File: config.mk
export PLATFORM = sky130hd
export DESIGN_NAME = drec_sdram_port
export DESIGN_NICKNAME = d
export VERILOG_FILES = /design/src/rtl/drec_sdram_port.sv
export SDC_FILE = /design/constraint.sdc
export NUM_CORES = 1
export LEC_CHECK = 0
export BUFFER_PORTS_ARGS = -buffer_cell sky130_fd_sc_hd__buf_2
export CORE_ASPECT_RATIO = 1.4
export CORE_UTILIZATION = 58
export CTS_CLUSTER_DIAMETER = 50
export DETAILED_ROUTE_END_ITERATION = 10
export GPL_TIMING_DRIVEN = 0
export PLACE_DENSITY = 0.79
export SETUP_SLACK_MARGIN = 0.4
export SLEW_MARGIN = 20
export SYNTH_ARGS = -nofsm -noshare
export SYNTH_HDL_FRONTEND = slang
export SYNTH_SLANG_ARGS = --single-unit
File: constraint.sdc
create_clock -name clk -period 6.8 [get_ports clk]
set_input_delay 0 -clock clk [delete_from_list [all_inputs] [get_ports clk]]
set_output_delay 0 -clock clk [all_outputs]
set_load 0.01 [all_outputs]
File: src/rtl/drec_sdram_port.sv
// drec_sdram_port
//   Buffers sample writes and single reads from a recorder front end and
//   serialises them onto a one-command-at-a-time SDRAM controller port.
//   Writes sit in a small FIFO and are always issued before a pending
//   read, so a read observes every write accepted before or with it.
//
// Optional feature macro: DREC_PORT_FWD_EN
//   When defined, a read whose address hits a buffered write (including a
//   write pushed in the same cycle) is answered from the FIFO two cycles
//   later, with no SDRAM command and no wait for the FIFO to drain.
//
// Ports
//   clk, rst_n                         clock, async active-low reset
//   sdram_wr_data/addr/enable          one-cycle write request
//   sdram_rd_addr/enable               one-cycle read request
//   sdram_rd_data, sdram_rd_rdy        read result, one-cycle valid pulse
//   wr_full, rd_busy, err              FIFO full, read outstanding, sticky drop
//   cmd_valid/ready/we/addr/wdata      downstream command handshake
//   rsp_valid, rsp_data                downstream read response
//
// FSM states
//   state     | meaning
//   S_IDLE    | choose next command: buffered write first, then read
//   S_WRITE   | presenting FIFO head as write command
//   S_READ    | presenting latched read address as read command
//   S_RD_WAIT | read accepted downstream, waiting for rsp_valid

module drec_sdram_port #(
    parameter int ADDR_W     = 22,
    parameter int DATA_W     = 16,
    parameter int FIFO_DEPTH = 4
) (
    input  logic              clk,
    input  logic              rst_n,
    input  logic [DATA_W-1:0] sdram_wr_data,
    input  logic [ADDR_W-1:0] sdram_wr_addr,
    input  logic              sdram_wr_enable,
    input  logic [ADDR_W-1:0] sdram_rd_addr,
    input  logic              sdram_rd_enable,
    output logic [DATA_W-1:0] sdram_rd_data,
    output logic              sdram_rd_rdy,
    output logic              wr_full,
    output logic              rd_busy,
    output logic              err,
    output logic              cmd_valid,
    input  logic              cmd_ready,
    output logic              cmd_we,
    output logic [ADDR_W-1:0] cmd_addr,
    output logic [DATA_W-1:0] cmd_wdata,
    input  logic              rsp_valid,
    input  logic [DATA_W-1:0] rsp_data
);

    localparam int PTR_W = $clog2(FIFO_DEPTH);
    localparam int CNT_W = PTR_W + 1;
    localparam logic [CNT_W-1:0] CNT_FULL = CNT_W'(FIFO_DEPTH);

    typedef enum logic [1:0] {
        S_IDLE    = 2'd0,
        S_WRITE   = 2'd1,
        S_READ    = 2'd2,
        S_RD_WAIT = 2'd3
    } state_t;

    state_t            state_q;
    logic              cmd_valid_q;
    logic              cmd_we_q;
    logic [ADDR_W-1:0] cmd_addr_q;
    logic [DATA_W-1:0] cmd_wdata_q;
    logic [DATA_W-1:0] rd_data_q;
    logic              rd_rdy_q;
    logic              rd_busy_q;
    logic              rd_pend_q;
    logic [ADDR_W-1:0] rd_addr_q;
    logic              err_q;
    logic              fwd_pend_q;
    logic [DATA_W-1:0] fwd_data_q;

    logic [ADDR_W-1:0] fifo_addr_q [FIFO_DEPTH];
    logic [DATA_W-1:0] fifo_data_q [FIFO_DEPTH];
    logic [PTR_W-1:0]  wr_ptr_q;
    logic [PTR_W-1:0]  rd_ptr_q;
    logic [CNT_W-1:0]  count_q;
    logic [CNT_W-1:0]  count_d;
    logic              wr_full_q;

    logic              pop;
    logic              push;
    logic              wr_drop;
    logic              rd_accept;
    logic              rd_norm;
    logic              fwd_hit;
    logic [DATA_W-1:0] fwd_data;

    // A full FIFO still accepts a write when the head leaves in the same cycle.
    assign pop       = (state_q == S_WRITE) && cmd_ready;
    assign push      = sdram_wr_enable && (!wr_full_q || pop);
    assign wr_drop   = sdram_wr_enable && wr_full_q && !pop;
    assign rd_accept = sdram_rd_enable && !rd_busy_q;
    assign rd_norm   = rd_accept && !fwd_hit;

    always_comb begin
        count_d = count_q;
        if (push && !pop) begin
            count_d = count_q + 1'b1;
        end else if (pop && !push) begin
            count_d = count_q - 1'b1;
        end
    end

`ifdef DREC_PORT_FWD_EN
    // Scan oldest to youngest so the last hit wins; a same-cycle push is
    // younger than anything already buffered.
    always_comb begin
        fwd_hit  = 1'b0;
        fwd_data = '0;
        for (int k = 0; k < FIFO_DEPTH; k++) begin
            if ((CNT_W'(k) < count_q) &&
                (fifo_addr_q[rd_ptr_q + PTR_W'(k)] == sdram_rd_addr)) begin
                fwd_hit  = 1'b1;
                fwd_data = fifo_data_q[rd_ptr_q + PTR_W'(k)];
            end
        end
        if (push && (sdram_wr_addr == sdram_rd_addr)) begin
            fwd_hit  = 1'b1;
            fwd_data = sdram_wr_data;
        end
    end
`else
    assign fwd_hit  = 1'b0;
    assign fwd_data = '0;
`endif

    always_ff @(posedge clk) begin
        if (push) begin
            fifo_addr_q[wr_ptr_q] <= sdram_wr_addr;
            fifo_data_q[wr_ptr_q] <= sdram_wr_data;
        end
    end

    always_ff @(posedge clk or negedge rst_n) begin
        if (!rst_n) begin
            wr_ptr_q  <= '0;
            rd_ptr_q  <= '0;
            count_q   <= '0;
            wr_full_q <= 1'b0;
        end else begin
            if (push) begin
                wr_ptr_q <= wr_ptr_q + 1'b1;
            end
            if (pop) begin
                rd_ptr_q <= rd_ptr_q + 1'b1;
            end
            count_q   <= count_d;
            wr_full_q <= (count_d == CNT_FULL);
        end
    end

    always_ff @(posedge clk or negedge rst_n) begin
        if (!rst_n) begin
            state_q     <= S_IDLE;
            cmd_valid_q <= 1'b0;
            cmd_we_q    <= 1'b0;
            cmd_addr_q  <= '0;
            cmd_wdata_q <= '0;
            rd_data_q   <= '0;
            rd_rdy_q    <= 1'b0;
            rd_busy_q   <= 1'b0;
            rd_pend_q   <= 1'b0;
            rd_addr_q   <= '0;
            err_q       <= 1'b0;
            fwd_pend_q  <= 1'b0;
            fwd_data_q  <= '0;
        end else begin
            rd_rdy_q <= 1'b0;

            if (wr_drop || (sdram_rd_enable && rd_busy_q)) begin
                err_q <= 1'b1;
            end

            if (rd_accept) begin
                rd_busy_q <= 1'b1;
                rd_addr_q <= sdram_rd_addr;
            end
            if (rd_norm) begin
                rd_pend_q <= 1'b1;
            end

            // Forwarded reads: one cycle to capture, one to present.
            fwd_pend_q <= rd_accept && fwd_hit;
            if (rd_accept && fwd_hit) begin
                fwd_data_q <= fwd_data;
            end
            if (fwd_pend_q) begin
                rd_rdy_q  <= 1'b1;
                rd_data_q <= fwd_data_q;
                rd_busy_q <= 1'b0;
            end

            case (state_q)
                S_IDLE: begin
                    if (count_q != '0) begin
                        state_q     <= S_WRITE;
                        cmd_valid_q <= 1'b1;
                        cmd_we_q    <= 1'b1;
                        cmd_addr_q  <= fifo_addr_q[rd_ptr_q];
                        cmd_wdata_q <= fifo_data_q[rd_ptr_q];
                    end else if (rd_pend_q) begin
                        state_q     <= S_READ;
                        cmd_valid_q <= 1'b1;
                        cmd_we_q    <= 1'b0;
                        cmd_addr_q  <= rd_addr_q;
                        rd_pend_q   <= 1'b0;
                    end else if (push) begin
                        // Empty FIFO: the incoming write is the head, issue it directly.
                        state_q     <= S_WRITE;
                        cmd_valid_q <= 1'b1;
                        cmd_we_q    <= 1'b1;
                        cmd_addr_q  <= sdram_wr_addr;
                        cmd_wdata_q <= sdram_wr_data;
                    end else if (rd_norm) begin
                        state_q     <= S_READ;
                        cmd_valid_q <= 1'b1;
                        cmd_we_q    <= 1'b0;
                        cmd_addr_q  <= sdram_rd_addr;
                        rd_pend_q   <= 1'b0;
                    end
                end
                S_WRITE: begin
                    if (cmd_ready) begin
                        state_q     <= S_IDLE;
                        cmd_valid_q <= 1'b0;
                        cmd_we_q    <= 1'b0;
                    end
                end
                S_READ: begin
                    if (cmd_ready) begin
                        state_q     <= S_RD_WAIT;
                        cmd_valid_q <= 1'b0;
                    end
                end
                S_RD_WAIT: begin
                    if (rsp_valid) begin
                        state_q   <= S_IDLE;
                        rd_data_q <= rsp_data;
                        rd_rdy_q  <= 1'b1;
                        rd_busy_q <= 1'b0;
                    end
                end
                default: begin
                    state_q <= S_IDLE;
                end
            endcase
        end
    end

    assign sdram_rd_data = rd_data_q;
    assign sdram_rd_rdy  = rd_rdy_q;
    assign wr_full       = wr_full_q;
    assign rd_busy       = rd_busy_q;
    assign err           = err_q;
    assign cmd_valid     = cmd_valid_q;
    assign cmd_we        = cmd_we_q;
    assign cmd_addr      = cmd_addr_q;
    assign cmd_wdata     = cmd_wdata_q;

endmodule

### Word-level counts from Yosys, hierarchy flattened

Memory sizes are Yosys's and may differ from the RTL's.
Cells that the tools add are included.

* register bits: 92
* memory bits (writable): 152
* memories: 2

* $add $sub $neg: 4
* equality and inequality tests: 10
* multiplexer cells: 43
* reductions and logical operators: 27

Memories
* fifo_addr_q: words 4, bits a word 22, read ports 1, clocked after Yosys merged registers in 0, write ports 1, line 79 `logic [ADDR_W-1:0] fifo_addr_q [FIFO_DEPTH];`
* fifo_data_q: words 4, bits a word 16, read ports 1, clocked after Yosys merged registers in 0, write ports 1, line 80 `logic [DATA_W-1:0] fifo_data_q [FIFO_DEPTH];`

Operator list (count)
* two-way mux 22 bit: 4
* two-way mux 16 bit: 5
* two-way mux 1 bit: 22
* two-way mux 2 bit: 7
* AND reduction 3 bit: 3
* logical AND 1 bit: 8
* case mux 2 bit (4 select lines): 1
* two-way mux 3 bit: 2
* != test 2 bit (second input constant): 3
* nonzero test 2 bit: 3
* != test 5 bit (second input constant): 1
* adder 2 x 1 -> 2 bit (second input constant): 2
* equality test 2 bit (second input constant): 2
* logical NOT 1 bit: 4
* != test 2 x 1 -> 1 bit (second input constant): 2
* case mux 1 bit (2 select lines): 2
* AND reduction 2 bit: 2
* AND reduction 4 bit: 1
* nonzero test 4 bit: 1
* adder 3 x 1 -> 3 bit (second input constant): 1
* equality test 3 bit (second input constant): 1
* nonzero test 3 bit: 1
* subtractor 3 x 1 -> 3 bit (second input constant): 1
* equality test 2 x 1 -> 1 bit (second input constant): 1
* 3 further kinds: 4

### Depth between registers and ports, before layout

* depth in word-level cells: 9
* gate-level depth with buffers: 9
* mapped depth without buffers: 6

### Least setup slack after synthesis

OpenSTA, ideal clock, no wires.

* path kind: reg-to-reg
* start: register state_q[1]
* end: memory fifo_addr_q[0][0], enable pin
* setup time: 0.399 ns
* arrival time: 2.094 ns
* data required time: 6.401 ns
* path slack: 4.307 ns
* cell stages (with the launch flop): 8
* buffers on the path: 3
* clock period less this slack: 2.493 ns
* path through: dfrtp_1 > inv_1 > ha_1 > buf_6 > a21bo_4 > buf_6 > buf_6 > and3_1

* cells in the longest elaborated chain, start to end: 6

Ends and longest elaborated chain
* start, declared: line 65 `state_t state_q;`
* start signal, assigned: line 161 `state_q <= S_IDLE;`
* start signal, assigned: line 203 `state_q <= S_WRITE;`
* start signal, assigned: line 209 `state_q <= S_READ;`
* equality test 2 x 1 -> 1 bit: line 96 `assign pop = (state_q == S_WRITE) && cmd_ready;`
* logical AND 1 bit: line 96
* logical OR 1 bit: line 97 `assign push = sdram_wr_enable && (!wr_full_q || pop);`
* logical AND 1 bit: line 97
* two-way mux 1 bit: line 135 `if (push) begin`
* two-way mux 1 bit (implied by the code): line 136 `fifo_addr_q[wr_ptr_q] <= sdram_wr_addr;`
* end, declared: line 79

Every way passes these cells.

### Worst setup path after layout

* start: register state_q[1]
* end: register cmd_wdata_q[14] (netlist: cmd_wdata[14])

* cells in the longest elaborated chain, start to end: 6

Ends and longest elaborated chain
* equality test 2 x 1 -> 1 bit: line 96
* logical AND 1 bit: line 96
* logical OR 1 bit: line 97
* logical AND 1 bit: line 97
* nonzero test 2 bit (no source line)
* AND reduction 3 bit (no source line) *
* end signal, assigned: line 207 `cmd_wdata_q <= fifo_data_q[rd_ptr_q];`
* end signal, assigned: line 220 `cmd_wdata_q <= sdram_wr_data;`
* end, declared: line 69 `logic [DATA_W-1:0] cmd_wdata_q;`

Mark *: on every way between the ends. The rest lies on a longest branch, timed or not.
A chain may end at the register's enable or synchronous reset.

==> key figures <==
Synth
  • Most common flop cell mapped by yosys: edfxtp_1
  • Synth Cell Area: 0.0103 sq mm
  • Synthesized area per cell: 14.8 sq um
  • #FFs+latches synth: 244
  • Share of the yosys chip area belonging to registers: 66.9%
  • Synth unique cells: 46
  • Synth area leader: edfxtp_1
  • Syn nets: 784
  • EDFF count, synth: 152
  • Top cells by area, synth: edfxtp_1 (44%), dfrtp_1 (22%), mux4_2 (8.3%)
  • Post-synth ARST share: 37.7%
  • Synth top area share: 44.5%
  • Post-Synthesis Cells: 691
  • Yosys warning count: 0

Cells and area
  • Fillers: 1090
  • Share of cells above drive strength 1: 27.1%
  • N_diodes: 0
  • Area Growth Syn to Fin: 25.5%
  • Final non-filler cell area: 0.0129 sq mm
  • Filler-free cell count of the finished design: 1194
  • Most common cell after layout, fill and taps aside: buf_2
  • Leading cell types in the layout, fill and taps excluded: buf_2 (153), edfxtp_1 (152), dfrtp_1 (92)
  • Multi-input logic area: 0.00297 sq mm
  • Nets: 1036
  • Sequential cell area: 0.00687 sq mm

Route
  • DRT Wirelength: 25100 microns
  • Post-route ant nets: 0
  • Routed vias: 7017
  • DRT iter0 DRCs: 570
  • DR pass1 iterations: 7
  • Drt drc: 0
  • Vias per std cell: 5.88
  • Wire per inst: 21.0 microns

STA
  • Period utilisation layout: 37.1%
  • Max Fclk: 397 MHz
  • Max_slew headroom: 44.4%
  • Hold Fails Final Rpt: 0
  • Final setup viols: 0
  • Max-slew violation count: 0
  • RSZ-0062 raised after global routing: no
  • Worst Skew: 0.0121 ns
  • Slew @ Worst Pin: 0.833 ns
  • Tmin final: 2.52 ns
  • Final TNS setup: 0 ns

Clock tree
  • Skew-Pair Late Insertion Delay: 0.50 ns
  • Clk slew on worst S/H paths: 0.06 ns
  • Clock Tree Root: clkbuf_16
  • CTS Buf Count: 23
  • Post_cts resized: 0
  • Clock sink count: 244
  • Worst-case clock buffer depth: 3
  • Post-CTS setup buffer count: 0
  • H-tree levels: 1
  • CTS tree: done

Global route
  • Initial antenna violation count: 0
  • All-layer global routing usage: 28.9%
  • Vias in the first global route: 7836
  • First-pass GRT wire length: 39900 microns
  • Largest net degree at the start of global routing: 50
  • Total gr overflow: 0

Worst setup path
  • Critical path class: flip-flop to flip-flop
  • Data arrival, critical path: 2.92 ns
  • Crit. End Element: flip-flop
  • Critical path required time: 7.20 ns
  • Crit start category: flip-flop
  • Crit path max fanout: 10

Pwr
  • Static Leak: 5.34 nW
  • Power Density: 426 mW/mm^2
  • Max VDD drop: 0.267 mV

Floorplan
  • Die H: 159 microns
  • Die ar.: 0.0182 sq mm
  • Die Width: 114 microns
  • Core area: 0.0173 sq mm
  • Row count: 57
  • Initial Util: 59.2%
  • I/O Pins: 142

Placement
  • Placed insts: 1073
  • Dpl hpwl: 16100 microns
  • DP Area: 0.0114 sq mm
  • RePlAce Congestion: 0.810
  • PortBufs: 141

Status
  • Status: finished clean

Hold path
  • Worst min path class: input pin to asynchronous set/reset pin

Run
  • Max cap viols: 0
-- cell type report --
cell class | count | area share [%]
clock inverter | 10 | 0.554
inverter | 57 | 1.66
sequential | 244 | 53.3
tap | 236 | 2.29
buffer | 44 | 1.64
multi-input combinational | 346 | 23.1
clock buffer | 30 | 4.75
timing repair buffer | 227 | 12.7
-- repair_timing --
| item | in CTS | in global routing |
|---|---|---|
| endpoints found under the setup margin | 0 | 0 |
| hold endpoints to repair | 324 | 0 |
| hold buffers | 81 | 0 |
-- sequential cells by signal, indices dropped and copies added (netlist names) --
name           cells
fifo_data_q       64
cmd_addr          22
cmd_wdata         16
rd_ptr_q           2
rd_addr_q         22
err                1
cmd_valid          1
wr_full            1
sdram_rd_data     16
sdram_rd_rdy       1
count_q            3
state_q            2
wr_ptr_q           2
fifo_addr_q       88
cmd_we             1
rd_pend_q          1
rd_busy            1
-- power breakdown --
| group | switching, mW | internal [mW] |
|---|---|---|
| Clock | 0.515 | 0.669 |
| Sequential | 0.210 | 2.04 |
| Combinational | 1.18 | 0.870 |
| Total | 1.91 | 3.58 |
-- Yosys cell counts, types with 2 or more instances --
cell type	number
a211oi_1	40
a211oi_2	3
a21o_1	22
a21oi_1	2
a222oi_1	21
a22oi_1	2
a31oi_1	2
and3_1	4
buf_2	13
buf_6	4
clkbuf_1	26
dfrtp_1	92
edfxtp_1	152
ha_1	11
inv_1	57
mux2_2	18
mux2i_1	18
mux4_2	38
nand2_1	69
nand2b_1	3
nor2_1	26
nor3_1	3
o21ai_0	36
o21ai_1	3
o22ai_1	2
xnor2_1	4
-- logic make-up (layout without fill, tap and decap cells) --
kind of cell,Yosys count,after routing,synth area share (%)
XOR/XNOR,5,5,0.427
AND/OR/NAND/NOR,113,113,4.67
multiplexers,74,74,12.1
AO/OA/AOI/OAI,143,143,10.4
flip-flops,244,244,66.9
adder cells (fa/ha/maj),11,11,1.34
buffers and inverters,101,368,4.15
-- per-layer routing --
metal	vias up	wire, microns	GRT usage [%]
met5	-	0	0
met4	0	1030	14.3
met3	81	1570	5.22
met2	341	13600	52.0
met1	3483	8870	32.6
li1	3112	-	-
-- worst max-delay path, cell delays in order (launching register included) --
cell,delay (ns)
dfrtp_1,0.40
inv_1,0.09
ha_1,0.21
buf_6,0.14
a21bo_4,0.24
a22oi_1,0.53
clkbuf_1,0.53
nand2_1,0.15
o21ai_0,0.13
-- through the flow --
step / setup slack (ns) / hold slack (ns) / power (mW) / utilization, %
finish: 4.28 / 0.0118 / 5.49 / 74.3
global route: 4.15 / 0.0391 / 5.78 / 74.3
CTS: 4.34 / 0.0252 / 5.49 / 74.3
detailed placement: 4.35 / -0.0291 / 4.27 / 65.7
global placement: 3.50 / 0.226 / 4.12 / 65.0
floorplan: 4.31 / -0.296 / 3.55 / -
-- worst paths after layout --
check,start,to,slack [ns],cells after the start
setup / recovery,state_q[1]$_DFFE_PN0P_,cmd_wdata[14]$_DFFE_PN0P_,4.28,8
hold / removal,rst_n,cmd_wdata[10]$_DFFE_PN0P_,0.01,2
min in group clk,sdram_wr_addr[6],fifo_addr_q[3][6]$_DFFE_PP_,0.27,2
hold reg to reg,cmd_wdata[9]$_DFFE_PN0P_,cmd_wdata[9]$_DFFE_PN0P_,0.47,2
setup reg to reg,state_q[1]$_DFFE_PN0P_,cmd_wdata[14]$_DFFE_PN0P_,4.28,8
max in group asynchronous,rst_n,cmd_addr[15]$_DFFE_PN0P_,6.19,3
Power figures use the tool's default switching activity.
